File: config.mk
export PLATFORM = sky130hd
export DESIGN_NAME = s_instr_encoder
export DESIGN_NICKNAME = d
export VERILOG_FILES = /design/src/rtl/s_instr_encoder.sv
export SDC_FILE = /design/constraint.sdc
export NUM_CORES = 1
export LEC_CHECK = 0
export BUFFER_PORTS_ARGS = -buffer_cell sky130_fd_sc_hd__buf_2
export CAP_MARGIN = 20
export CORE_MARGIN = 5
export CORE_UTILIZATION = 55
export DETAILED_ROUTE_END_ITERATION = 6
export PLACE_DENSITY = 0.78
export SLEW_MARGIN = 20
export SYNTH_ARGS = -nofsm -noshare
export SYNTH_HDL_FRONTEND = slang
export SYNTH_SLANG_ARGS = --single-unit
export TNS_END_PERCENT = 1
File: constraint.sdc
create_clock -name clk -period 6.5 [get_ports clk]
set_clock_uncertainty 0.1 [all_clocks]
set_input_delay 0.975 -clock clk [delete_from_list [all_inputs] [get_ports clk]]
set_output_delay 0.975 -clock clk [all_outputs]
set_load 0.05 [all_outputs]
File: src/rtl/s_instr_encoder.sv
// RISC-V S-type store encoder with a 2-entry output queue and address tagging.
// Define S_ENC_RV64_EN to accept funct3=011 (SD) as a legal store width.
module s_instr_encoder #(
  parameter int                 ADDR_W    = 32,
  parameter logic [ADDR_W-1:0]  BASE_ADDR = '0
) (
  input  logic              clk,
  input  logic              rst,
  input  logic              in_valid,
  output logic              in_ready,
  input  logic [2:0]        in_funct3,
  input  logic [4:0]        in_rs1,
  input  logic [4:0]        in_rs2,
  input  logic [11:0]       in_imm,
  output logic              out_valid,
  input  logic              out_ready,
  output logic [31:0]       out_word,
  output logic [ADDR_W-1:0] out_addr,
  output logic              err_pulse,
  output logic [7:0]        err_count
);

  logic [1:0]        r_cnt;
  logic [31:0]       r_word0;
  logic [31:0]       r_word1;
  logic [ADDR_W-1:0] r_qa0;
  logic [ADDR_W-1:0] r_qa1;
  logic [ADDR_W-1:0] r_ctr;
  logic              r_err;
  logic [7:0]        r_err_cnt;

  logic              w_legal;
  logic              w_acc;
  logic              w_push;
  logic              w_pop;
  logic              w_drop;
  logic              w_slot1;
  logic [31:0]       w_enc;

  always_comb begin
    w_legal = 1'b0;
    case (in_funct3)
      3'b000, 3'b001, 3'b010: w_legal = 1'b1;
`ifdef S_ENC_RV64_EN
      3'b011: w_legal = 1'b1;
`else
      3'b011: w_legal = 1'b0;
`endif
      default: w_legal = 1'b0;
    endcase
  end

  assign w_enc = {in_imm[11:5], in_rs2, in_rs1,
                  in_funct3, in_imm[4:0], 7'b0100011};

  assign in_ready  = (r_cnt != 2'd2);
  assign out_valid = (r_cnt != 2'd0);
  assign out_word  = r_word0;
  assign out_addr  = r_qa0;
  assign err_pulse = r_err;
  assign err_count = r_err_cnt;

  assign w_acc  = in_valid & in_ready;
  assign w_push = w_acc & w_legal;
  assign w_drop = w_acc & ~w_legal;
  assign w_pop  = out_valid & out_ready;
  // Tail slot is 1 only when one entry stays resident through this edge.
  assign w_slot1 = (r_cnt == 2'd1) & ~w_pop;

  always_ff @(posedge clk or posedge rst) begin
    if (rst) begin
      r_cnt     <= 2'd0;
      r_word0   <= '0;
      r_word1   <= '0;
      r_qa0     <= BASE_ADDR;
      r_qa1     <= BASE_ADDR;
      r_ctr     <= BASE_ADDR;
      r_err     <= 1'b0;
      r_err_cnt <= 8'd0;
    end else begin
      if (w_pop) begin
        r_word0 <= r_word1;
        r_qa0   <= r_qa1;
      end
      if (w_push) begin
        if (w_slot1) begin
          r_word1 <= w_enc;
          r_qa1   <= r_ctr;
        end else begin
          r_word0 <= w_enc;
          r_qa0   <= r_ctr;
        end
        r_ctr <= r_ctr + ADDR_W'(4);
      end
      r_cnt <= r_cnt + {1'b0, w_push} - {1'b0, w_pop};
      r_err <= w_drop;
      if (w_drop && r_err_cnt != 8'hFF)
        r_err_cnt <= r_err_cnt + 8'd1;
    end
  end

endmodule

---- Word level (Yosys, flattened, before mapping) ----
Cells that the tools add are included.
storage, ports and cells
  bits in registers ....................... 167
  bits of input ports ..................... 29
  output and inout port bits .............. 75
  word-level logic and storage cells ...... 36
operators by class
  add/subtract/negate cells ............... 4
  equal/unequal tests ..................... 5
  multiplexer cells ....................... 7
  bitwise operators ....................... 7
  reduce and logical (&&, ||, !) cells .... 5
operators by type and width
  cell                                                  number
  two-way mux 32 bit                                    6
  adder 32 x 3 -> 32 bit (second input constant)        1
  adder 8 x 1 -> 8 bit (second input constant)          1
  != test 8 bit (second input constant)                 1
  bitwise AND 1 bit                                     5
  equality test 3 x 1 -> 1 bit (second input constant)  1
  equality test 3 x 2 -> 1 bit (second input constant)  1
  zero test 3 bit                                       1
  OR reduction 3 bit                                    1
  adder 2 x 1 -> 2 bit                                  1
  equality test 2 x 1 -> 1 bit (second input constant)  1
  != test 2 bit (second input constant)                 1
  inverter 1 bit                                        2
  AND reduction 2 bit                                   1
  nonzero test 2 bit                                    1
  subtractor 2 x 1 -> 2 bit                             1
  logical AND 1 bit                                     1
  two-way mux 1 bit                                     1

---- Logic depth before layout (Yosys ltp) ----
Gate-level depths: netlist of the first run.
  depth after elaboration ................. 6
  depth in mapped cells ................... 9
  gate-level depth less buffers ........... 8

---- Least setup slack after synthesis of the first run ----
OpenSTA, ideal clock, no wires.
  kind .................................... input-to-reg
  start point ............................. in in_funct3[1]
  end point ............................... reg r_cnt[1]
  setup time .............................. 0.124 ns
  arrival time ............................ 2.230 ns
  required time ........................... 6.276 ns
  path slack .............................. 4.046 ns
  stages on the path ...................... 9
  path buffers ............................ 1
  path through ............................ a21oi_1 -> and3_1 -> buf_4 -> inv_4 -> ha_1 -> inv_1 -> ha_1 -> xnor2_1 -> xnor2_1
on the way
  cells in the longest elaborated chain, start to end .. 6
  elaborated cells between the ends (all ways) .. 8
  classes of those cells .................. add/sub: 2; eq/ne: 2; mux: 1; bitwise: 1; reduce/logical: 2
ends and longest elaborated chain
  item                                                  line  RTL
  start: declaration                                    11    input logic [2:0] in_funct3,
  equality test 3 x 1 -> 1 bit (tied with other cells)  42    case (in_funct3)
  OR reduction 3 bit (*)                                42
  two-way mux 1 bit (*)                                 42
  bitwise AND 1 bit (*)                                 64    assign w_push = w_acc & w_legal;
  adder 2 x 1 -> 2 bit (*)                              95    r_cnt <= r_cnt + {1'b0, w_push} - {1'b0, w_pop};
  subtractor 2 x 1 -> 2 bit (*)                         95
  end signal: assignment                                95
  end: declaration                                      23    logic [1:0] r_cnt;
Mark *: on every way between the ends. The rest lies on a longest branch, timed or not.
A chain may end at the register's enable or synchronous reset.

---- Worst setup path after layout of the first run ----
  start point ............................. in in_funct3[1]
  end point ............................... reg r_qa1[2]
on the way
  cells in the longest elaborated chain, start to end .. 5
  elaborated cells between the ends (all ways) .. 7
  classes of those cells .................. eq/ne: 2; mux: 1; bitwise: 1; reduce/logical: 3
ends and longest elaborated chain
  item                                                  line  RTL
  equality test 3 x 1 -> 1 bit (tied with other cells)  42
  OR reduction 3 bit (*)                                42
  two-way mux 1 bit (*)                                 42
  bitwise AND 1 bit (*)                                 64
  AND reduction 2 bit (no source line) (*)              -
  end signal: assignment                                88    r_qa1 <= r_ctr;
  end: declaration                                      27    logic [ADDR_W-1:0] r_qa1;
Marks and branches as above.

==> impl_metrics.ini, run 1 <==
[worst_hold_path]
hold_end = r_word1[5]$_DFFE_PP0P_
holdCritStartpoint = r_word1[5]$_DFFE_PP0P_
holdPathStages = 1
hold_path.class = reg -> reg

[detailed_routing]
route.met3.wl_um = 826
met1_length_um = 6580
ant_nets = 0
wl_um = 14500
vias_per_cell = 5.47
drt_first_pass_iters = 7
remaining_drc_errors = 2
wl_per_cell_um = 16.1
highest_layer = met4
dr_total_vias = 4921
dr_wl_met2_um = 6870
drt_iter0_markers = 355

[yosys]
yosysTopAreaCellShare = 0.592
synth_area_mm2 = 0.00681
async_flop_share = 1.00
synth_top_flop_cell = dfrtp_1
synth_top_area_cell = dfrtp_1
yosysSeqAreaShare = 0.592
synth_fp_nets = 659
ys_types = 40
synth_edf_count = 0
synth-seq-cells = 161
synth_area_per_cell_um2 = 10.9
ys_warn_count = 0
yosys-top-cells-area = dfrtp_1 59%, nand2_1 7.5%, mux2_2 6.1%, a31oi_1 5.0%, nor2_1 3.5%
synthCells = 626

[worst_setup_path]
critical_path_class = in -> reg
cp.arrival_ps = 3340
cp.required_ps = 6700
r2r_setup_slack_ps = 3780
start_kind = input pin
regToRegStartpoint = r_cnt[0]$_DFF_PP0_
crit_path_end_kind = flip-flop
cp_max_fo = 41
reg2reg_depth = 5
timing.rr.end = r_qa1[2]$_DFFE_PP0P_

[timing]
finalCriticalPeriod_ps = 3140
holdWs_ps = 367
max_slew.worst_pin.slew_ps = 834
setup_viol = 0
slew_viol_final = 0
finalSetupTns_ps = 0
max_freq_mhz = 318
relSlewSlack = 0.444
grt_setup_unrepaired = false
period_share = 0.483
hold_viol_final = 0

[grt]
grt_use_total = 0.205
grt_pass1_wl_um = 24100
grt_pass1_vias = 4934
antenna_found_initial = 0
grt-ovfl-total = 0
grt_start_max_net_pins = 109

[power_and_ir_drop]
power_per_cell_area_mw_per_mm2 = 486
leakagePower_nw = 3.94
vdd_drop_max_uv = 264
finalPower_mw = 3.88

[placed_design]
place_area_mm2 = 0.00739
hpwlAfterDp_um = 9180
gp_congestion = 0.794
numPortBuffers = 103

[clock_tree]
cts_buffer_depth = 2
worst_skew_pair.late_latency_ps = 420
htree_levels = 4
cts_tree = done
post-cts-setup-buffers = 0
cts-root-buf = clkbuf_16
ctsResizeCount = 0
cts_sinks = 161
path_clk_slew_ps = 60
hold_buffers = 0
numCtsBuffers = 17

[finish]
syn_to_final_growth_pct = 17.4
layout-drive-gt1-share = 0.266
utilization = 0.662
nNetsFinal = 752
final_cell_mix = 161 x dfrtp_1, 135 x nand2_1, 103 x buf_2, 64 x nor2_1, 54 x a31oi_1
layout_commonest_cell = dfrtp_1
fin_area_mm2 = 0.00799
diodes = 0

[run_status]
violations = design-rule violations
outcome = finished, violations left

[die]
pin_count = 104
fp.dieH_um = 121
die_area_mm2 = 0.0147
start_util = 0.564
rows = 40
design.core.area_mm2 = 0.0121
die_w_um = 121

[flow_run]
maxCapViolCount = 0
## logic make-up after synthesis
| kind of cell | synth area share |
|---|---|
| AND/OR/NAND/NOR | 0.178 |
| multiplexers | 0.0794 |
| AO/OA/AOI/OAI | 0.0614 |
| flip-flops | 0.592 |
| buffers and inverters | 0.0347 |
| adder cells (fa/ha/maj) | 0.00735 |
| XOR/XNOR | 0.0476 |
## final cells by class
class                           count  area [µm²]
Tap cell                          168         210
Clock buffer                       18         439
Timing Repair Buffer              108         573
Inverter                           13        56.3
Sequential cell                   161        4030
Multi-Input combinational cell    418        2550
Fill cell                         943        4070
Clock inverter                     14         131
## critical path, stage by stage
cell,delay [ps]
buf_2,110
a21oi_1,290
and3_1,600
nand2_2,520
buf_4,450
mux2_1,370
## metal layers
layer | vias to the layer above | global-route usage
li1 | 2295 | -
met1 | 2443 | 0.280
met2 | 164 | 0.327
met3 | 19 | 0.0471
met4 | 0 | 0.0700
met5 | - | 0
## synthesized netlist by cell type (5+ instances only)
| master | count |
|---|---|
| nand2_1 | 136 |
| clkbuf_1 | 9 |
| nor2_1 | 64 |
| xnor2_1 | 27 |
| nor3_2 | 5 |
| nand3_1 | 7 |
| a31oi_1 | 54 |
| xor2_1 | 10 |
| o21ai_0 | 7 |
| dfrtp_1 | 161 |
| a21oi_1 | 5 |
| buf_2 | 16 |
| and3_1 | 5 |
| mux2_2 | 37 |
| nor2b_1 | 6 |
| nand4_1 | 11 |
| inv_1 | 12 |
| mux2_1 | 11 |
| buf_4 | 6 |
## report_power, final
part           leakage [nW]  switching [mW]  total, mW  internal (mW)
clock                 0.269           0.405      0.946          0.541
combinational          1.61            1.07       1.44          0.373
sequential             2.07           0.197       1.50           1.30
total                  3.94            1.67       3.88           2.21
## metrics by stage
stage | instances | setup slack, ps
finish | 900 | 3360
global placement | 867 | 3070
floorplan | 626 | 1080
detailed placement | 867 | 2940
CTS | 899 | 3340
global route | 900 | 3230
## registers in the layout, indices dropped and copies added, names as in the netlist
register   cells
err_count      8
err_pulse      1
out_addr      32
out_word      32
r_cnt          2
r_ctr         30
r_qa1         30
r_word1       26
## how the worst max path moves through the flow
stage,start,slack [ps],to,cells past startpoint
after floorplan,rst,1080,err_count[0]$_DFFE_PP0P_,1
after global placement,in_funct3[1],3070,r_word1[22]$_DFFE_PP0P_,6
after detailed placement,in_funct3[1],2940,r_qa1[2]$_DFFE_PP0P_,6
after CTS,in_funct3[1],3340,r_word1[21]$_DFFE_PP0P_,6
after global routing,in_funct3[1],3230,r_word1[22]$_DFFE_PP0P_,6
final,in_funct3[1],3360,r_qa1[2]$_DFFE_PP0P_,6
Note: power is estimated with default switching activity, not from simulation.
==> run 2: changes to the inputs <==
- clock period: 6.5 -> 3.1 ns (I/O delays scaled with it)
==> run 2 against run 1 <==
Against the previous run:
- the flow now finishes without violations
- register-to-register slack worse by 2900 ps
- clock-buffer cell count up 2
- critical path depth down 2
- cell area up 1.1%
- via count down 0.63%
- non-clock buffer count up 5
- critical path type is now reg -> reg
- largest cell class unchanged
- highest routed layer unchanged
==> impl_metrics.ini, run 2 (same netlist as run 1, synthesis figures left out) <==
[worst_setup_path]
cp.arrival_ps = 2390
critical_path_class = reg -> reg
cp_slowest_cell = nand2_2
crit_chain = nor3b_1 -> nand2_2 -> buf_12 -> mux2_1
cp.required_ps = 3300
critPathBufInv = 1
start_kind = flip-flop
crit_path_end_kind = flip-flop
reg2reg_depth = 4
cp.depth = 4
slowest_delay_ps = 450
cp_top_family = simple AND/OR/NAND/NOR gates
cp_max_fo = 34

[grt]
met2_usage = 0.335
top_usage_layer = met2
grt_pass1_wl_um = 24400
met1_usage = 0.287
grt_start_max_net_pins = 93
antenna_found_initial = 0
grt_pass1_vias = 4924
met3_usage = 0.0555
grt-ovfl-total = 0
grt_use_total = 0.209

[detailed_routing]
wl_um = 14500
ant_nets = 0
drt_first_pass_iters = 4
wl_per_cell_um = 16.0
vias_per_cell = 5.40
remaining_drc_errors = 0
dr_total_vias = 4890
drt_iter0_markers = 484

[die]
pin_count = 104
die_w_um = 121
design.core.area_mm2 = 0.0121
die_area_mm2 = 0.0147
start_util = 0.564
fp.dieH_um = 121
rows = 40

[clock_tree]
ctsResizeCount = 0
cts_sinks = 161
cts_buffer_depth = 2
cts_tree = done
cts-root-buf = clkbuf_16
post-cts-setup-buffers = 0
hold_buffers = 0
numCtsBuffers = 17
htree_levels = 4
path_clk_slew_ps = 60
worst_skew_pair.late_latency_ps = 420

[power_and_ir_drop]
switching_share = 0.415
p_int_mw = 4.89
p_seq_frac = 0.375
vdd_drop_max_uv = 490
p_sw_mw = 3.46
combPwrFrac = 0.363
leakagePower_nw = 4.00
clkPwrFrac = 0.262
finalPower_mw = 8.35
power_per_cell_area_mw_per_mm2 = 1030

[timing]
slew_viol_final = 0
max_slew.worst_pin.slew_ps = 855
finalSetupTns_ps = 0
period_share = 0.706
setup_viol = 0
relSlewSlack = 0.430
hold_viol_final = 0
max_freq_mhz = 457
finalWorstSetupSlack_ps = 910
holdWs_ps = 84.1
grt_setup_unrepaired = false
finalCriticalPeriod_ps = 2190

[placed_design]
gp_congestion = 0.797
hpwlAfterDp_um = 9630
numPortBuffers = 103
pre_cts_slack_ps = 642

[finish]
diodes = 0
syn_to_final_growth_pct = 18.7
final_cell_mix = 161 x dfrtp_1, 135 x nand2_1, 103 x buf_2, 64 x nor2_1, 54 x a31oi_1
layout-drive-gt1-share = 0.271
layout_commonest_cell = dfrtp_1
nNetsFinal = 757
utilization = 0.670

[worst_hold_path]
hold_path.class = in -> async

[flow_run]
maxCapViolCount = 0

[run_status]
outcome = completed
## run 2: cell types whose count changed in the layout (fill, tap and decap cells not counted), sizes merged
| cell | previous run | this run |
|---|---|---|
| buf | 108 | 113 |
| inv | 15 | 12 |
| clkbuf | 18 | 20 |
| bufinv | 1 | 4 |
| clkinvlp | 4 | 2 |
## run 2: worst min-delay path: stages
cell and delay [ps]:
buf_2 110, clkinvlp_4 80, buf_12 370
## run 2: power groups by stage
stage / clock, mW / sequential [mW] / combinational, mW
floorplan: 0 / 4.40 / 1.06
global placement: 0 / 3.12 / 2.98
detailed placement: 0 / 3.17 / 3.05
CTS: 2.22 / 3.13 / 3.06
global route: 2.34 / 3.22 / 3.24
finish: 2.19 / 3.13 / 3.03
## run 2: layout make-up
cell class	count	area [µm²]
tap	168	210
clock buffer	20	457
fill	913	3980
sequential	161	4030
multi-input combinational	418	2550
inverter	13	55.1
timing repair buffer	113	616
clock inverter	12	163
## run 2: path summary, 6_finish.rpt
check | start | endpoint | slack, ps
max in group asynchronous | rst | out_addr[17]$_DFF_PP0_ | 2070
setup reg to reg | r_cnt[1]$_DFF_PP0_ | r_qa1[13]$_DFFE_PP0P_ | 910
hold / removal | rst | r_cnt[0]$_DFF_PP0_ | 80
hold reg to reg | r_word1[5]$_DFFE_PP0P_ | r_word1[5]$_DFFE_PP0P_ | 370
min in group clk | in_imm[2] | r_word1[9]$_DFFE_PP0P_ | 200
setup / recovery | r_cnt[1]$_DFF_PP0_ | r_qa1[13]$_DFFE_PP0P_ | 910
## run 2: layer usage
| metal | part of all wire | vias up |
|---|---|---|
| li1 | - | 2301 |
| met1 | 0.45 | 2436 |
| met2 | 0.48 | 144 |
| met3 | 0.061 | 9 |
| met4 | 0.0072 | 0 |
| met5 | 0 | - |
## run 2: per-stage QoR
stage | instance area (µm²) | cells
3_3_place_gp | 7460 | 873
6_report | 8080 | 905
4_1_cts | 8080 | 905
2_1_floorplan | 6810 | 626
3_5_place_dp | 7460 | 873
5_1_grt | 8080 | 905
